## config.mk

```make
export PLATFORM = sky130hd
export DESIGN_NAME = ecp5pll_phase_ctrl
export DESIGN_NICKNAME = d
export VERILOG_FILES = /design/src/rtl/ecp5pll_phase_pkg.sv /design/src/rtl/ecp5pll_phase_timer.sv /design/src/rtl/ecp5pll_phase_ctrl.sv
export SDC_FILE = /design/constraint.sdc
export NUM_CORES = 1
export LEC_CHECK = 0
export ABC_AREA = 0
export CAP_MARGIN = 20
export CORE_UTILIZATION = 40
export CTS_CLUSTER_DIAMETER = 60
export DETAILED_ROUTE_END_ITERATION = 10
export SETUP_SLACK_MARGIN = 0.3
export SLEW_MARGIN = 20
export SYNTH_ARGS = -nofsm -noshare
export SYNTH_HDL_FRONTEND = slang
export SYNTH_SLANG_ARGS = --single-unit
```

## constraint.sdc

```tcl
create_clock -name clk_i -period 4.1 [get_ports clk_i]
set_input_delay 0.615 -clock clk_i [delete_from_list [all_inputs] [get_ports clk_i]]
set_output_delay 0.615 -clock clk_i [all_outputs]
set_load 0.05 [all_outputs]
```

## src/rtl/ecp5pll_phase_pkg.sv

```systemverilog
// Shared types and defaults for the ECP5 PLL dynamic phase-shift controller.
// Holds the FSM state encoding, PLL channel codes and the timer width helper.
package ecp5pll_phase_pkg;

    typedef enum logic [2:0] {
        ST_IDLE,
        ST_SETUP,
        ST_PULSE,
        ST_GAP,
        ST_LOAD,
        ST_DONE
    } state_e;

    localparam logic [1:0] CH_OS  = 2'd1;
    localparam logic [1:0] CH_OS2 = 2'd2;
    localparam logic [1:0] CH_OS3 = 2'd3;

    localparam int SETUP_CYC_DEF = 2;
    localparam int PULSE_CYC_DEF = 4;
    localparam int GAP_CYC_DEF   = 4;
    localparam int STEPS_W_DEF   = 8;

    // Bits needed to hold the largest (count - 1) loaded into the shared timer.
    function automatic int tmr_width(input int a, input int b, input int c);
        int m;
        m = a;
        if (b > m) m = b;
        if (c > m) m = c;
        return (m < 2) ? 1 : $clog2(m);
    endfunction

endpackage

```

## src/rtl/ecp5pll_phase_timer.sv

```systemverilog
// Loadable down-counter with a zero flag; saturates at zero until reloaded.
// Timing of SETUP, PULSE, LOAD and GAP all comes from this one counter.
module ecp5pll_phase_timer #(
    parameter int W = 3
) (
    input  logic         clk_i,
    input  logic         reset_n,
    input  logic         load_i,
    input  logic [W-1:0] load_val_i,
    output logic         zero_o
);

    logic [W-1:0] cnt_q;
    logic [W-1:0] cnt_d;

    always_comb begin
        cnt_d = cnt_q;
        if (load_i) begin
            cnt_d = load_val_i;
        end else if (cnt_q != '0) begin
            cnt_d = cnt_q - W'(1);
        end
    end

    always_ff @(posedge clk_i or negedge reset_n) begin
        if (!reset_n) begin
            cnt_q <= '0;
        end else begin
            cnt_q <= cnt_d;
        end
    end

    assign zero_o = (cnt_q == '0);

endmodule

```

## src/rtl/ecp5pll_phase_ctrl.sv

```systemverilog
// Sequences PLL phasesel/phasedir/phasestep/phaseloadreg for one request at a time.
// All PLL-facing outputs are registered; requests are only taken while idle.
module ecp5pll_phase_ctrl
    import ecp5pll_phase_pkg::*;
#(
    parameter int SETUP_CYC = SETUP_CYC_DEF,
    parameter int PULSE_CYC = PULSE_CYC_DEF,
    parameter int GAP_CYC   = GAP_CYC_DEF,
    parameter int STEPS_W   = STEPS_W_DEF,
    parameter int PH_W      = STEPS_W + 2
) (
    input  logic                   clk_i,
    input  logic                   reset_n,
    input  logic                   req_valid_i,
    output logic                   req_ready_o,
    input  logic [1:0]             req_chan_i,
    input  logic [STEPS_W-1:0]     req_steps_i,
    input  logic                   req_load_i,
    input  logic                   locked_i,
    output logic [1:0]             phasesel_o,
    output logic                   phasedir_o,
    output logic                   phasestep_o,
    output logic                   phaseloadreg_o,
    output logic                   busy_o,
    output logic                   done_o,
    output logic                   err_o,
    output logic signed [PH_W-1:0] phase1_o,
    output logic signed [PH_W-1:0] phase2_o,
    output logic signed [PH_W-1:0] phase3_o
);

    localparam int TMR_W = tmr_width(SETUP_CYC, PULSE_CYC, GAP_CYC);
    localparam logic [TMR_W-1:0] SETUP_LD = TMR_W'(SETUP_CYC - 1);
    localparam logic [TMR_W-1:0] PULSE_LD = TMR_W'(PULSE_CYC - 1);
    localparam logic [TMR_W-1:0] GAP_LD   = TMR_W'(GAP_CYC - 1);

    state_e                state_q, state_d;
    logic [1:0]            sel_q, sel_d;
    logic                  dir_q, dir_d;
    logic [STEPS_W-1:0]    rem_q, rem_d;
    logic                  ld_req_q, ld_req_d;
    logic signed [PH_W-1:0] ph1_q, ph1_d, ph2_q, ph2_d, ph3_q, ph3_d;
    logic                  step_q, step_d;
    logic                  ldreg_q, ldreg_d;
    logic                  busy_q, busy_d;
    logic                  done_q, done_d;
    logic                  err_q, err_d;
    logic                  ready_q, ready_d;

    logic                  tmr_load;
    logic [TMR_W-1:0]      tmr_val;
    logic                  tmr_zero;
    logic                  enter_pulse;
    logic signed [PH_W-1:0] delta;

    ecp5pll_phase_timer #(.W(TMR_W)) u_timer (
        .clk_i      (clk_i),
        .reset_n    (reset_n),
        .load_i     (tmr_load),
        .load_val_i (tmr_val),
        .zero_o     (tmr_zero)
    );

    always_comb begin
        state_d     = state_q;
        sel_d       = sel_q;
        dir_d       = dir_q;
        rem_d       = rem_q;
        ld_req_d    = ld_req_q;
        ph1_d       = ph1_q;
        ph2_d       = ph2_q;
        ph3_d       = ph3_q;
        err_d       = 1'b0;
        tmr_load    = 1'b0;
        tmr_val     = '0;
        enter_pulse = 1'b0;
        delta       = dir_q ? {PH_W{1'b1}} : PH_W'(1);

        case (state_q)
            ST_IDLE: begin
                if (req_valid_i && ready_q) begin
                    if (req_chan_i == 2'd0) begin
                        err_d = 1'b1;
                    end else begin
                        sel_d    = req_chan_i;
                        dir_d    = req_steps_i[STEPS_W-1];
                        // Magnitude of the most negative count wraps to 2^(STEPS_W-1) unsigned.
                        rem_d    = req_steps_i[STEPS_W-1] ? (-req_steps_i) : req_steps_i;
                        ld_req_d = req_load_i;
                        if (req_steps_i == '0 && !req_load_i) begin
                            state_d = ST_DONE;
                        end else begin
                            state_d  = ST_SETUP;
                            tmr_load = 1'b1;
                            tmr_val  = SETUP_LD;
                        end
                    end
                end
            end
            ST_SETUP: begin
                if (tmr_zero && locked_i) begin
                    tmr_load = 1'b1;
                    tmr_val  = PULSE_LD;
                    if (ld_req_q) begin
                        state_d = ST_LOAD;
                    end else begin
                        state_d     = ST_PULSE;
                        enter_pulse = 1'b1;
                    end
                end
            end
            ST_PULSE: begin
                if (tmr_zero) begin
                    state_d  = ST_GAP;
                    tmr_load = 1'b1;
                    tmr_val  = GAP_LD;
                end
            end
            ST_LOAD: begin
                if (tmr_zero) begin
                    state_d  = ST_GAP;
                    rem_d    = '0;
                    tmr_load = 1'b1;
                    tmr_val  = GAP_LD;
                end
            end
            ST_GAP: begin
                if (tmr_zero) begin
                    if (rem_q == '0) begin
                        state_d = ST_DONE;
                    end else if (locked_i) begin
                        state_d     = ST_PULSE;
                        enter_pulse = 1'b1;
                        tmr_load    = 1'b1;
                        tmr_val     = PULSE_LD;
                    end
                end
            end
            ST_DONE: begin
                state_d = ST_IDLE;
            end
            default: begin
                state_d = ST_IDLE;
            end
        endcase

        if (enter_pulse) begin
            rem_d = rem_q - STEPS_W'(1);
            case (sel_q)
                CH_OS:   ph1_d = ph1_q + delta;
                CH_OS2:  ph2_d = ph2_q + delta;
                CH_OS3:  ph3_d = ph3_q + delta;
                default: ;
            endcase
        end

        step_d  = (state_d == ST_PULSE);
        ldreg_d = (state_d == ST_LOAD);
        busy_d  = (state_d != ST_IDLE);
        done_d  = (state_d == ST_DONE);
        ready_d = (state_d == ST_IDLE);
    end

    always_ff @(posedge clk_i or negedge reset_n) begin
        if (!reset_n) begin
            state_q  <= ST_IDLE;
            sel_q    <= CH_OS;
            dir_q    <= 1'b0;
            rem_q    <= '0;
            ld_req_q <= 1'b0;
            ph1_q    <= '0;
            ph2_q    <= '0;
            ph3_q    <= '0;
            step_q   <= 1'b0;
            ldreg_q  <= 1'b0;
            busy_q   <= 1'b0;
            done_q   <= 1'b0;
            err_q    <= 1'b0;
            ready_q  <= 1'b0;
        end else begin
            state_q  <= state_d;
            sel_q    <= sel_d;
            dir_q    <= dir_d;
            rem_q    <= rem_d;
            ld_req_q <= ld_req_d;
            ph1_q    <= ph1_d;
            ph2_q    <= ph2_d;
            ph3_q    <= ph3_d;
            step_q   <= step_d;
            ldreg_q  <= ldreg_d;
            busy_q   <= busy_d;
            done_q   <= done_d;
            err_q    <= err_d;
            ready_q  <= ready_d;
        end
    end

    assign req_ready_o    = ready_q;
    assign phasesel_o     = sel_q;
    assign phasedir_o     = dir_q;
    assign phasestep_o    = step_q;
    assign phaseloadreg_o = ldreg_q;
    assign busy_o         = busy_q;
    assign done_o         = done_q;
    assign err_o          = err_q;
    assign phase1_o       = ph1_q;
    assign phase2_o       = ph2_q;
    assign phase3_o       = ph3_q;

endmodule

```

==> impl_metrics.json, run 1 <==
{
  "yosys_warnings": 0,
  "syn_area_um2": 3507,
  "drc": 0,
  "synth_top_area_cell": "dfrtp_1",
  "p_sw_frac": 0.5010,
  "max_freq_ghz": 0.3684,
  "ios": 54,
  "seqPwrFrac": 0.277,
  "dpl_cell_area_um2": 4128,
  "cts_resized": 0,
  "dp.cells": 527,
  "ir_drop_uv": 270.0,
  "seq_area_frac_synth": 0.3785,
  "grt_pass1_vias": 2628,
  "ys.flop_type": "dfrtp_1",
  "ant_nets": 0,
  "syn_inst": 376,
  "fp.coreArea_um2": 8341,
  "yosys.area_share.adder": 0.1134,
  "wl_met3_um": 182,
  "cts_num_sinks": 53,
  "grt_pass1_wl_um": 12380,
  "num_antenna_cells": 0,
  "min_path_type": "in2async",
  "finalSetupViolCount": 0,
  "hold_viol": 0,
  "synth_cell_types": 59,
  "synthMuxAreaShare": 0.01213,
  "port_buffers": 53,
  "r2r-start": "u_timer.cnt_q[0]",
  "r2r_end": "phase3_o[9]",
  "rrSetupSlack_ns": 1.56,
  "place_hpwl_um": 5501,
  "top_layer": "met4",
  "yosysTopAreaCellShare": 0.3710,
  "final_nets": 474,
  "drive_gt1_frac": 0.06744,
  "dieHeight_um": 95.64,
  "period_needed_ns": 2.715,
  "start_kind": "register",
  "clock_latency_ns": 0.31,
  "synthTopCellsByArea": "dfrtp_1 (37%), ha_1 (9.6%), o21ai_0 (5.7%)",
  "synth_edf_count": 0,
  "layoutNonFillerInstCount": 535,
  "wirelength_um": 7295,
  "wl_met1_um": 3831,
  "via_count": 2868,
  "post_drt_wl_per_cell_um": 13.64,
  "reg2regPathDepth": 8,
  "start_util": 0.4205,
  "postCtsSetupRepairBufs": 0,
  "rows": 33,
  "numCtsBuffers": 5,
  "p_leak_nw": 1.835,
  "worstMarginPinSlew_ns": 0.6874,
  "synth_seq_cells": 53,
  "skew_ns": 0.01808,
  "area_growth_pct": 20.37,
  "arrival_ns": 2.10,
  "viasPerCell": 5.361,
  "antenna_found_initial": 0,
  "outcome": "finished clean",
  "synth-compound-area-share": 0.2030,
  "maxCapViolations": 0,
  "synth_common_cells": "dfrtp_1 (52), o21ai_0 (40), nand2_1 (37)",
  "clk_pin_slew_ns": 0.11,
  "slew_viol_final": 0,
  "yosysMostFrequentCell": "dfrtp_1",
  "p_comb_frac": 0.635,
  "cp_max_fo": 20,
  "required_ns": 3.48,
  "cts_tree": "built",
  "grt_max_degree": 31,
  "power.switching_w": 0.001772,
  "synth-xor-area-share": 0.07492,
  "cts_root_buf": "clkbuf_8",
  "drt_pre_antenna_iters": 4,
  "dr.first_iter.drc_count": 76,
  "cts-hold-fix-buffers": 0,
  "clkPwrFrac": 0.087,
  "power.internal_w": 0.001765,
  "gp_congestion": 0.8762,
  "synthArstFlopShare": 1.000,
  "clockBufferDepth": 2,
  "syn_nets": 421,
  "rsz0062_at_grt": "no",
  "overflow": 0,
  "fin_setup_tns_ns": 0,
  "fin_crit_sh": 0.6621,
  "fin_area_um2": 4222,
  "die_w_um": 95.64,
  "post_synth.cell_area_avg_um2": 9.327,
  "cts_max_level": 2,
  "track_usage": 0.1717,
  "slew_headroom": 0.5417,
  "dieArea_um2": 9146,
  "synthSimpleGateAreaFrac": 0.1791,
  "path_class": "reg2out",
  "total_power_w": 0.003537,
  "end_kind": "primary output",
  "met2_length_um": 3213,
  "synth_top_family_by_area": "compound AO/OA/AOI/OAI gates",
  "power.density_nw_per_um2": 837.8
}
state kept, by name (all words and copies together) (netlist names):
register	cells
phasestep_o	1
err_o	1
busy_o	1
u_timer.cnt_q	2
phasesel_o	2
phaseloadreg_o	1
rem_q	8
state_q	3
done_o	1
ld_req_q	1
req_ready_o	1
phase1_o	10
phasedir_o	1
phase3_o	10
phase2_o	10
critical path, stage by stage, from the launching register on:
cell	delay (ns)
dfrtp_1	0.60
buf_4	0.34
clkdlybuf4s50_1	0.85
power groups by stage:
stage                     clock network, W  registers (W)  logic [W]
after floorplan                          0        0.00147    0.00116
after global placement                   0       0.000990    0.00223
after detailed placement                 0       0.000990    0.00226
after CTS                         0.000327       0.000982    0.00226
after global routing              0.000347        0.00102    0.00247
final                             0.000309       0.000981    0.00225
layout make-up:
cell class / instances / area [um2]
Clock buffer: 5 / 68.82
Clock inverter: 3 / 25.02
Fill cell: 820 / 4119
Inverter: 19 / 71.32
Multi-Input combinational cell: 294 / 2049
Sequential cell: 53 / 1328
Tap cell: 105 / 131.4
Timing Repair Buffer: 56 / 548.0
cell families after synthesis:
group,Yosys count
mux,4
fa+ha+maj,30
simple gates,118
buf+inv,29
xor+xnor,30
flops,53
compound gates,112
worst max path at each step:
stage / from / end / depth (start not counted)
final: phasedir_o / phasedir_o / 2
after global routing: phasedir_o / phasedir_o / 2
after CTS: phasedir_o / phasedir_o / 2
after detailed placement: locked_i / phase3_o[9] / 7
after global placement: locked_i / phase3_o[9] / 7
after floorplan: phasedir_o / phase2_o[8] / 8
metal layers:
layer,track usage,vias to the layer above
li1,-,1456
met1,0.2444,1365
met2,0.2726,42
met3,0.02632,5
met4,0.04104,0
met5,0,-
cells in the final DEF (no fill, tap or decap), types with 2 or more instances in the layout:
| cell type | instances |
|---|---|
| a21oi_1 | 28 |
| nor3b_1 | 3 |
| a21oi_2 | 3 |
| xnor2_1 | 19 |
| nand4_1 | 2 |
| clkbuf_8 | 5 |
| buf_4 | 3 |
| nand3_1 | 5 |
| nor2_1 | 19 |
| and2_1 | 3 |
| clkdlybuf4s50_1 | 52 |
| o21a_1 | 3 |
| xor2_1 | 11 |
| fa_1 | 3 |
| a31oi_1 | 4 |
| nand3b_1 | 3 |
| nand2_1 | 37 |
| dfrtp_1 | 52 |
| inv_1 | 19 |
| or3_1 | 4 |
| nand2b_1 | 9 |
| nor4b_1 | 2 |
| mux2_2 | 2 |
| mux2i_1 | 2 |
| a32oi_1 | 2 |
| o31ai_1 | 2 |
| ha_1 | 27 |
| o21ai_0 | 40 |
| a311oi_1 | 4 |
| nor2b_1 | 8 |
| a21o_1 | 10 |
| nor3_1 | 9 |
| a221oi_1 | 2 |
| nand4b_1 | 3 |
stage by stage:
step                      hold slack, ns  setup slack [ns]    util
after floorplan                   0.3194             1.271       -
after global placement            0.4607             1.312  0.4949
after detailed placement          0.4610             1.271  0.4949
after CTS                         0.3397             1.355  0.5062
after global routing              0.3668             1.277  0.5062
final                             0.3248             1.385  0.5062
Note: power is estimated with default switching activity, not from simulation.
==> run 2, diff against run 1 <==
Clock period 4.1 ns to 2.6 ns, I/O delays scaled along.
==> impl_metrics.json, run 2 (synthesized netlist as in run 1, its figures left out) <==
{
  "cts_num_sinks": 53,
  "start_util": 0.4205,
  "place_hpwl_um": 5802,
  "via_count": 2911,
  "use_met1": 0.2552,
  "num_antenna_cells": 0,
  "cts_root_buf": "clkbuf_8",
  "gp_congestion": 0.8596,
  "dr.first_iter.drc_count": 77,
  "finalSetupViolCount": 0,
  "ant_nets": 0,
  "setup_slack_ns": 0.3704,
  "cts-hold-fix-buffers": 0,
  "clockBufferDepth": 2,
  "final_nets": 490,
  "dieHeight_um": 95.64,
  "period_needed_ns": 2.230,
  "layout_common_cells": "dfrtp_1 (51), clkdlybuf4s50_1 (51), nand2_1 (37)",
  "rows": 33,
  "rsz0062_at_grt": "yes",
  "start_kind": "register",
  "power.density_nw_per_um2": 1322,
  "fin_crit_sh": 0.8576,
  "numCtsBuffers": 5,
  "grt_pass1_wl_um": 12970,
  "port_buffers": 53,
  "cts_max_level": 2,
  "grt_pass1_vias": 2757,
  "clock_latency_ns": 0.31,
  "path_class": "reg2reg",
  "reg2regPathDepth": 8,
  "slew_viol_final": 0,
  "p_leak_nw": 1.920,
  "max_freq_ghz": 0.4485,
  "min_path_type": "in2async",
  "nFillCells": 776,
  "place_ws_ns": 0.2017,
  "outcome": "finished with violations",
  "fp.coreArea_um2": 8341,
  "arrival_ns": 2.45,
  "ir_drop_uv": 492.8,
  "grt-busiest-layer": "met2",
  "drive_gt1_frac": 0.1435,
  "drt_pre_antenna_iters": 4,
  "die_w_um": 95.64,
  "overflow": 0,
  "antenna_found_initial": 0,
  "skew_ns": 0.01149,
  "worstMarginPinSlew_ns": 0.6614,
  "track_usage": 0.1799,
  "fin_setup_tns_ns": 0,
  "hold_viol": 15,
  "viasPerCell": 5.283,
  "maxCapViolations": 0,
  "wirelength_um": 7835,
  "gr-usage-met2": 0.2887,
  "drc": 0,
  "slew_headroom": 0.5591,
  "required_ns": 2.82,
  "post_drt_wl_per_cell_um": 14.22,
  "met3_usage": 0.02632,
  "failed_checks": "negative hold slack",
  "clk_pin_slew_ns": 0.10,
  "end_kind": "register",
  "cts_tree": "built",
  "area_growth_pct": 28.51,
  "whs_ns": -0.01031,
  "grt_max_degree": 23,
  "dieArea_um2": 9146,
  "ios": 54,
  "cp_max_fo": 7
}
-- run 2: power breakdown --
group	switching [W]	internal, W
combinational	0.00228	0.00165
clock	0.000288	0.000191
sequential	0.000368	0.00118
-- run 2: area by class of cell --
type                    instances  area, um2  area share
multi-input cells             295       2202      0.4886
flip-flops and latches         53       1331      0.2954
repair buffers                 71      683.2      0.1516
well taps                     105      131.4     0.02915
clock buffers                   6      72.57     0.01610
inverters                      19      71.32     0.01582
clock inverters                 2      15.01    0.003331
-- run 2: what timing repair did --
action	in CTS	in global routing
pin swaps	0	6
gates cloned	0	1
setup endpoints to repair	17	23
endpoints found under the hold margin	0	0
resized for setup	5	20
buffers inserted	2	6
-- run 2: critical path, cell delays in order (launching register included) --
cell,delay [ns]
dfrtp_1,0.39
inv_1,0.08
ha_2,0.18
or3b_4,0.41
or3_4,0.45
and2_2,0.24
o31ai_4,0.06
a21oi_1,0.09
a311oi_1,0.24
-- run 2: final timing paths --
| path | start | to | slack (ns) |
|---|---|---|---|
| worst max-delay path | rem_q[1] | rem_q[7] | 0.37 |
| worst min-delay path | reset_n | phase2_o[7] | -0.01 |
| worst max register to register | rem_q[1] | rem_q[7] | 0.37 |
| worst min register to register | phase1_o[9] | phase1_o[9] | 0.48 |
| max in group asynchronous | reset_n | phasesel_o[0] | 1.92 |
| min in group clk_i | phase1_o[9] | phase1_o[9] | 0.48 |
-- run 2: metal layers --
layer  vias to the layer above  wire (um)
met2                        53       3500
li1                       1495          -
met1                      1359       4037
met5                         -          0
met4                         0         55
met3                         4        241
-- run 2: per-stage QoR --
stage,std cells,area [um2],hold slack [ns],power (W),utilization
6_report,551,4507,-0.01031,0.005957,0.5404
5_1_grt,551,4507,0.01316,0.006433,0.5404
4_1_cts,544,4345,0.0004861,0.005775,0.5210
3_5_place_dp,534,4234,0.3425,0.005259,0.5077
3_3_place_gp,534,4234,0.3341,0.005216,0.5077
2_1_floorplan,376,3561,0.09441,0.004248,-
